===== config.mk =====
export PLATFORM = sky130hd
export DESIGN_NAME = multdiv_sequencer
export DESIGN_NICKNAME = d
export VERILOG_FILES = /design/src/rtl/multdiv_sequencer.sv
export SDC_FILE = /design/constraint.sdc
export NUM_CORES = 1
export LEC_CHECK = 0
export BUFFER_PORTS_ARGS = -buffer_cell sky130_fd_sc_hd__buf_2
export CAP_MARGIN = 20
export CORE_MARGIN = 1
export CORE_UTILIZATION = 35
export DETAILED_ROUTE_END_ITERATION = 6
export PLACE_DENSITY = 0.56
export SLEW_MARGIN = 20
export SYNTH_ARGS = -nofsm -noshare
export SYNTH_HDL_FRONTEND = slang
export SYNTH_SLANG_ARGS = --single-unit

===== constraint.sdc =====
create_clock -name clock -period 2.7 [get_ports clock]
set_input_delay 0.54 -clock clock [delete_from_list [all_inputs] [get_ports clock]]
set_output_delay 0.54 -clock clock [all_outputs]
set_load 0.01 [all_outputs]

===== src/rtl/multdiv_sequencer.sv =====
// ============================================================================
// Module      : multdiv_sequencer
// Description : Load/step/done sequencer for the iterative multiply/divide
//               datapath; owns no arithmetic, only strobes and a step index.
// Revision    : 1.0
// ============================================================================
`default_nettype none

module multdiv_sequencer #(
    parameter int MULT_STEPS = 16,
    parameter int DIV_STEPS  = 32,
    parameter int CNT_W      = 6
) (
    input  logic             clock,
    input  logic             reset_n,
    input  logic             ctrl_MULT,
    input  logic             ctrl_DIV,
    input  logic             divisor_zero,
    input  logic             mult_overflow,
    output logic             dp_load,
    output logic             dp_mult_step,
    output logic             dp_div_step,
    output logic             dp_mode,
    output logic [CNT_W-1:0] step_count,
    output logic             busy,
    output logic             data_resultRDY,
    output logic             data_exception
);

    typedef enum logic [2:0] {
        S_IDLE = 3'd0,
        S_LOAD = 3'd1,
        S_MULT = 3'd2,
        S_DIV  = 3'd3,
        S_DONE = 3'd4
    } state_t;

    localparam logic [CNT_W-1:0] c_mult_last = CNT_W'(MULT_STEPS - 1);
    localparam logic [CNT_W-1:0] c_div_last  = CNT_W'(DIV_STEPS - 1);

    state_t           r_state;
    state_t           w_next;
    logic [CNT_W-1:0] r_count;
    logic             r_mode;
    logic             r_exc;
    logic             w_start;
    logic             w_dz_hit;

    assign w_start  = ctrl_MULT | ctrl_DIV;
    assign w_dz_hit = (r_state == S_LOAD) && r_mode && divisor_zero;

    always_ff @(posedge clock or negedge reset_n) begin
        if (!reset_n) begin
            r_state <= S_IDLE;
        end else begin
            r_state <= w_next;
        end
    end

    // A start pulse pre-empts every state, including an operation in flight.
    always_comb begin
        w_next = r_state;
        if (w_start) begin
            w_next = S_LOAD;
        end else begin
            case (r_state)
                S_IDLE: w_next = S_IDLE;
                S_LOAD: begin
                    if (w_dz_hit) begin
                        w_next = S_DONE;
                    end else if (r_mode) begin
                        w_next = S_DIV;
                    end else begin
                        w_next = S_MULT;
                    end
                end
                S_MULT: if (r_count == c_mult_last) w_next = S_DONE;
                S_DIV:  if (r_count == c_div_last)  w_next = S_DONE;
                S_DONE: w_next = S_IDLE;
                default: w_next = S_IDLE;
            endcase
        end
    end

    // The counter stops on the last step so the final index holds through DONE/IDLE.
    always_ff @(posedge clock or negedge reset_n) begin
        if (!reset_n) begin
            r_count <= '0;
            r_mode  <= 1'b0;
            r_exc   <= 1'b0;
        end else if (w_start) begin
            r_count <= '0;
            r_mode  <= ctrl_DIV & ~ctrl_MULT;
            r_exc   <= 1'b0;
        end else begin
            if (w_dz_hit) begin
                r_exc <= 1'b1;
            end
            if ((r_state == S_MULT && r_count != c_mult_last) ||
                (r_state == S_DIV  && r_count != c_div_last)) begin
                r_count <= r_count + 1'b1;
            end
        end
    end

    assign dp_load        = (r_state == S_LOAD);
    assign dp_mult_step   = (r_state == S_MULT);
    assign dp_div_step    = (r_state == S_DIV);
    assign dp_mode        = r_mode;
    assign step_count     = r_count;
    assign busy           = (r_state == S_LOAD) || (r_state == S_MULT) || (r_state == S_DIV);
    assign data_resultRDY = (r_state == S_DONE);
    assign data_exception = (r_state == S_DONE) && (r_exc || (!r_mode && mult_overflow));

endmodule

`default_nettype wire


======== After elaboration in Yosys (flattened, before gate mapping) ========
Cells that the tools add are included.
storage, ports and cells
  register bits ........................... 11
  bits of input ports ..................... 6
  output and inout port bits .............. 13
  word-level logic and storage cells ...... 42
cells by class
  add/sub/neg operators ................... 1
  equal/unequal tests ..................... 10
  mux-type cells .......................... 10
  bitwise gates (word level) .............. 3
  reduce and logical (&&, ||, !) cells .... 14
operators by type and width
  kind                                                                    number
  3-bit 2-to-1 mux                                                        4
  6-bit 2-to-1 mux                                                        2
  3-bit one-hot mux with 3 select lines                                   1
  6-bit by 1-bit adder with 6-bit output (second input constant)          1
  3-bit by 2-bit equality test with 1-bit output (second input constant)  2
  6-bit by 4-bit equality test with 1-bit output (second input constant)  1
  6-bit by 5-bit equality test with 1-bit output (second input constant)  1
  1-bit logical AND                                                       6
  3-bit by 1-bit != test with 1-bit output (second input constant)        2
  6-bit by 4-bit != test with 1-bit output (second input constant)        1
  6-bit by 5-bit != test with 1-bit output (second input constant)        1
  1-bit logical OR                                                        4
  2-bit nonzero test                                                      2
  3-bit by 1-bit equality test with 1-bit output (second input constant)  1
  3-bit equality test (second input constant)                             1
  1-bit 2-to-1 mux                                                        3
  2-bit AND reduction                                                     1
  1-bit bitwise AND                                                       1
  1-bit logical NOT                                                       1
  1-bit NOT                                                               1
  1-bit bitwise OR                                                        1

======== Longest topological paths before layout ========
Gate-level depths: netlist of run 1.
  word-level depth ........................ 6
  mapped depth ............................ 5

======== Least setup slack after synthesis of run 1 ========
Ideal clock, no wire load.
  kind .................................... register to output
  start point ............................. register r_state[0]
  end point ............................... output port data_exception
  arrival ................................. 1164 ps
  required time ........................... 2160 ps
  setup slack ............................. 996 ps
  stages on the path, launching flop included .. 3
  buffers on the path ..................... 0
  path through ............................ dfrtp_1 nor3b_1 a21boi_0
on the way
  cells in the longest elaborated chain, start to end .. 2
RTL lines
  what                      line  text
  start: declaration        41    state_t r_state;
  start signal: assignment  56    r_state <= w_next;
  3-bit equality test       --
  via data_resultRDY        26    output logic data_resultRDY,
  1-bit logical AND         113   assign data_exception = (r_state == S_DONE) && (r_exc || (!r_mode && mult_overflow));
  end: declaration          27    output logic data_exception
The timed path passes the listed nets, and every way through them passes these cells.

======== Final worst setup path of run 1 ========
  start point ............................. register r_state[0]
  end point ............................... output port busy
on the way
  cells in the longest elaborated chain, start to end .. 3
  elaborated cells between the ends (all ways) .. 5
  those cells by class .................... 3 x eq/ne; 2 x reduce/logical
RTL lines
  what                                                                                                                     line  text
  3-bit by 1-bit equality test with 1-bit output / 3-bit by 2-bit equality test with 1-bit output (equally long branches)  111   assign busy = (r_state == S_LOAD) || (r_state == S_MULT) || (r_state == S_DIV);
  1-bit logical OR                                                                                                         111
  1-bit logical OR (*)                                                                                                     111
  end: declaration                                                                                                         25    output logic busy,
Every way passes the cells marked *; elsewhere a longest branch is shown, timed or not.

==> results of run 1 <==
-- through the flow --
step	total power, mW	util	area [µm²]	std cells	hold slack (ps)
after floorplan	0.209	-	664	67	244
after global placement	0.231	0.444	774	109	432
after global routing	0.361	0.459	802	113	129
after detailed placement	0.231	0.444	774	109	433
final	0.342	0.459	802	113	123
after CTS	0.348	0.459	802	113	131
-- final timing paths --
check                      cells past startpoint                      start                        end  slack, ps
hold / removal                                 1                    reset_n  step_count[4]$_DFFE_PN0P_        120
hold reg to reg                                2          r_exc$_DFFE_PN0P_          r_exc$_DFFE_PN0P_        520
setup / recovery                               3     r_state[0]$_DFFE_PN0P_                       busy        800
setup reg to reg                               4  step_count[0]$_DFFE_PN0P_     r_state[0]$_DFFE_PN0P_       1110
max in group asynchronous                      1                    reset_n  step_count[5]$_DFFE_PN0P_       2370
min in group clock                             2                  ctrl_MULT        dp_mode$_DFFE_PN0N_        480
-- critical path, cell delays in order, from the launching register on --
cell	delay, ps
dfrtp_1	480
nor3b_2	310
nand2b_1	150
buf_2	130
-- cells by family after synthesis --
group,Yosys count,synth area share
compound gates,17,0.205
flops,11,0.414
buf+inv,6,0.0452
xor+xnor,1,0.0245
mux,4,0.0603
fa+ha+maj,1,0.0188
simple gates,27,0.232
-- routing by layer --
metal,GRT usage,up-vias,share of wire
li1,-,289,-
met1,0.213,257,0.50
met2,0.214,15,0.45
met3,0.0635,0,0.046
met4,0.0424,0,0
met5,0,-,0
-- sequential cells by signal (all words and copies together) (netlist names) --
signal and flops:
step_count 6, r_state 3, dp_mode 1, r_exc 1
-- power groups by stage --
stage                     logic (mW)  clock network [mW]  registers (mW)
after floorplan               0.0313                   0           0.178
after global placement        0.0522                   0           0.179
after detailed placement      0.0522                   0           0.179
after CTS                     0.0523               0.120           0.175
after global routing          0.0574               0.127           0.176
final                         0.0513               0.115           0.176
-- layout make-up --
class,instances,area share
repair buffers,18,0.112
inverters,5,0.0234
well taps,25,0.0390
clock inverters,1,0.00624
flip-flops and latches,11,0.343
multi-input cells,50,0.448
clock buffers,3,0.0281
-- layout by cell type, fill, tap and decap left out, types with 2 or more instances in the layout --
cell type	netlist	final
buf_2	0	18
dfrtp_1	11	11
nand2_1	6	6
nor2_1	5	5
inv_1	5	5
a21oi_1	5	5
mux2i_1	4	4
nand2b_1	3	3
nand3_1	3	3
a211oi_1	3	3
clkbuf_4	0	3
a21boi_0	2	2
and4b_1	2	2
==> results_dict.tcl, run 1 <==
set metrics [dict create \
    switchingPower_uw 97.0 \
    max_slew.worst_pin.slew_ps 575 \
    yosysMostFrequentCell "dfrtp_1" \
    start_kind "flip-flop" \
    gp_congestion 0.802 \
    synth_common_cells "dfrtp_1 (11), nand2_1 (6), a21oi_1 (5), inv_1 (5), nor2_1 (5)" \
    num_rows 15 \
    synth_fp_nets 74 \
    crit_type "reg -> out" \
    vias 561 \
    synth_top_area_frac 0.414 \
    start_util 0.381 \
    die_area_mm2 0.00208 \
    overflow 0 \
    wirelength_um 1450 \
    viasPerCell 4.96 \
    portBuffers 18 \
    cts_root_buf "clkbuf_4" \
    leakage_nw 0.380 \
    cts_resized 0 \
    wl_per_cell_um 12.8 \
    cts_tree "built" \
    report.final.hold_viol_count 0 \
    avgSynthCellArea_um2 9.92 \
    min_period_over_period 0.702 \
    area.growth.synth_to_final_pct 20.7 \
    skew_ps 2.88 \
    track_usage 0.153 \
    ys_async_sr_fraction 1.00 \
    p_int_uw 245 \
    dr.first_iter.drc_count 14 \
    yosys_warnings 0 \
    cts_made_buffers 3 \
    dieHeight_um 45.6 \
    synth.cell_area_um2 664 \
    seqPwrFrac 0.513 \
    cp_data_required_time_ps 2160 \
    drt-pass1-iter-count 4 \
    synthTopCellsByArea "dfrtp_1 (41%), mux2i_1 (6.0%), a21oi_1 (3.8%)" \
    max_freq_ghz 0.528 \
    clk_pin_slew_ps 80 \
    antenna_left 0 \
    yosys.area.top_type "dfrtp_1" \
    place_hpwl_um 1080 \
    setup_viol 0 \
    p_comb_frac 0.150 \
    nets 96 \
    peakVddDrop_uv 290 \
    antenna_found_initial 0 \
    setup_ws_ps 804 \
    diodes 0 \
    syn_inst 67 \
    ys_seq_elements 11 \
    tns_ps 0 \
    clock_path_buffers 2 \
    synth_cell_types 29 \
    core-area_mm2 0.00175 \
    maxCapViolations 0 \
    io-pin-count 19 \
    drv_slew 0 \
    arrival_ps 1360 \
    outcome "finished, final reports clean" \
    grt_max_degree 12 \
    path_max_fanout 6 \
    drt_drc_violations_left 0 \
    multi_input_comb_area_um2 359 \
    crit_path_end_kind "output pin" \
    clkPwrFrac 0.337 \
    synth_edf_count 0 \
    fin_crit_ps 1900 \
    nFillCells 179 \
    rsz0062_at_grt "no" \
    htree_levels 1 \
    post-cts-setup-buffers 0 \
    final_layout_size_suffix_gt1_frac 0.330 \
    power_density_mw_per_mm2 427 \
    grt_first_pass_wirelength_um 2200 \
    first_global_vias 506 \
    clock_sinks 11 \
    die_w_um 45.6 \
    slew_headroom 0.615 \
    clk_latency_ps 270 \
    pre_cts_ws_ps 1110 \
    ys_seq_area_frac 0.414 \
    hold_class "in -> async" \
    synth-main-ff-cell "dfrtp_1" \
    seqCellArea_um2 275 \
    holdBufCountCts 0 \
    switching_share 0.283 \
]
(Power assumes the default switching activity.)
==> inputs of run 2 (changes only) <==
Settings changed: ABC_AREA from default to 1, PLACE_DENSITY 0.56 to 0.57.
Clock period 2.7 ns to 1.6 ns, I/O delays scaled along.
==> results_dict.tcl, run 2 <==
set metrics [dict create \
    p_comb_frac 0.173 \
    rsz0062_at_grt "no" \
    report.final.hold_viol_count 0 \
    synth_edf_count 0 \
    leakage_nw 0.427 \
    io-pin-count 19 \
    synth-main-ff-cell "dfrtp_1" \
    viasPerCell 4.78 \
    ys_seq_elements 11 \
    gp_congestion 0.774 \
    min_period_over_period 0.951 \
    avgSynthCellArea_um2 8.45 \
    layout_common_cells "nand2_1 (19), buf_2 (18), dfrtp_1 (11)" \
    yosysMostFrequentCell "nand2_1" \
    synth_top_area_frac 0.397 \
    nets 112 \
    hold_class "in -> reg" \
    syn_inst 82 \
    crit_family "flip-flops" \
    overflow 0 \
    start_kind "flip-flop" \
    post-cts-setup-buffers 0 \
    setup_ws_ps 78.9 \
    p_int_uw 422 \
    crit_buf_inv 2 \
    cts_tree "built" \
    area.growth.synth_to_final_pct 21.8 \
    antenna_left 0 \
    outcome "finished, final reports clean" \
    path_cells "inv_2, nand2_2, nor2_4, buf_2" \
    cts_made_buffers 3 \
    ys_async_sr_fraction 1.00 \
    switching_share 0.296 \
    arrival_ps 1200 \
    synth.cell_area_um2 693 \
    maxCapViolations 0 \
    clkPwrFrac 0.322 \
    drt-pass1-iter-count 4 \
    portBuffers 18 \
    peakVddDrop_uv 382 \
    die_w_um 46.5 \
    cp_data_required_time_ps 1280 \
    power_density_mw_per_mm2 710 \
    switchingPower_uw 178 \
    clock_sinks 11 \
    skew_ps 4.47 \
    seqPwrFrac 0.505 \
    place_hpwl_um 1100 \
    tns_ps 0 \
    cpMaxStageDelayCell "dfrtp_1" \
    wl_per_cell_um 11.4 \
    synth_cell_types 19 \
    crit_type "reg -> out" \
    synth_common_cells "nand2_1 (19), dfrtp_1 (11), inv_1 (8)" \
    htree_levels 1 \
    die_area_mm2 0.00216 \
    final_layout_size_suffix_gt1_frac 0.375 \
    clk_pin_slew_ps 80 \
    drv_slew 0 \
    dieHeight_um 46.5 \
    yosys.area.top_type "dfrtp_1" \
    cts_root_buf "clkbuf_4" \
    vias 616 \
    diodes 0 \
    dr.first_iter.drc_count 13 \
    hold_ws_ps 249 \
    grt_max_degree 13 \
    final_common_cell "nand2_1" \
    synth_fp_nets 89 \
    drt_drc_violations_left 0 \
    fin_crit_ps 1520 \
    grt_first_pass_wirelength_um 2420 \
    crit_path_end_kind "output pin" \
    synthTopCellsByArea "dfrtp_1 (40%), nand2_1 (10%), nand3_2 (7.2%)" \
    cpPeakStageDelay_ps 420 \
    largest_reg_flops 6 \
    first_global_vias 538 \
    yosys_warnings 0 \
    track_usage 0.165 \
    slew_headroom 0.783 \
    ys_seq_area_frac 0.397 \
    path_max_fanout 3 \
    pre_cts_ws_ps 164 \
    clock_path_buffers 2 \
    antenna_found_initial 0 \
    core-area_mm2 0.00178 \
    setup_viol 0 \
    clk_latency_ps 270 \
    max_freq_ghz 0.657 \
    nFillCells 193 \
    wirelength_um 1480 \
    start_util 0.389 \
    max_slew.worst_pin.slew_ps 325 \
    num_rows 15 \
]
[run 2: cell types whose count changed after synthesis, moves of 3 or more]
| cell | delta |
|---|---|
| nand2_1 | +13 |
| nand3_2 | +5 |
| nand4_1 | +5 |
| a21oi_1 | -4 |
| mux2i_1 | -4 |
| nand2_2 | +4 |
| nor2_4 | +4 |
| a211oi_1 | -3 |
| inv_1 | +3 |
| nand2b_1 | -3 |
[run 2: cell type report]
type	instances	area, µm²	share of cell area
Tap cell	25	31.3	0.0370
Sequential cell	11	275	0.326
Inverter	10	37.5	0.0444
Multi-Input combinational cell	60	374	0.443
Clock buffer	4	26.3	0.0311
Timing Repair Buffer	19	100	0.119
[run 2: final timing paths]
kind	from	end	slack [ps]	depth (start not counted)
worst max-delay path	r_state[2]$_DFFE_PN0P_	dp_mult_step	80	4
worst min-delay path	ctrl_MULT	dp_mode$_DFFE_PN0N_	250	2
worst max register to register	step_count[0]$_DFFE_PN0P_	step_count[5]$_DFFE_PN0P_	140	8
worst min register to register	r_exc$_DFFE_PN0P_	r_exc$_DFFE_PN0P_	520	2
max in group asynchronous	reset_n	dp_mode$_DFFE_PN0N_	930	2
min in group asynchronous	reset_n	step_count[2]$_DFFE_PN0P_	450	2
[run 2: worst register-to-register path, stage by stage, from the launching register on]
cell and delay (ps):
dfrtp_1 430, ha_1 210, nand2_1 100, nor2_4 120
nand2_1 100, nand2_2 150, nand3_2 110, nand2_1 80
nand2_1 50
[run 2: layer usage]
| layer | share of wire | track usage | vias to the layer above |
|---|---|---|---|
| met2 | 0.47 | 0.258 | 21 |
| li1 | - | - | 313 |
| met3 | 0.047 | 0.0471 | 2 |
| met1 | 0.47 | 0.202 | 280 |
| met5 | 0 | 0 | - |
| met4 | 0.0081 | 0.0882 | 0 |
[run 2: power by group through the flow]
| stage | sequential, mW | clock, mW | combinational (mW) |
|---|---|---|---|
| 3_5_place_dp | 0.308 | 0 | 0.102 |
| 5_1_grt | 0.304 | 0.226 | 0.117 |
| 2_1_floorplan | 0.307 | 0 | 0.0669 |
| 6_report | 0.303 | 0.193 | 0.104 |
| 3_3_place_gp | 0.307 | 0 | 0.101 |
| 4_1_cts | 0.303 | 0.201 | 0.105 |
[run 2: timing repair]
action | CTS | global route
setup endpoints to repair | 1 | 0
endpoints found under the hold margin | 11 | 0
hold buffers | 1 | 0
resized for setup | 1 | 0
[run 2: cell families (layout without fill, tap and decap cells)]
family,count (synthesis),count (layout),share of synthesized area
AND/OR/NAND/NOR,52,52,0.435
flip-flops,11,11,0.397
buffers and inverters,11,33,0.0704
AO/OA/AOI/OAI,4,4,0.0415
XOR/XNOR,3,3,0.0379
adder cells (fa/ha/maj),1,1,0.0180
[run 2: through the flow]
stage                     power (mW)   util  cells  cell area, µm²
after floorplan                0.374      -     82             693
after global placement         0.408  0.451    124             803
after detailed placement       0.410  0.451    124             803
after CTS                      0.610  0.474    129             845
after global routing           0.646  0.474    129             845
final                          0.600  0.474    129             845
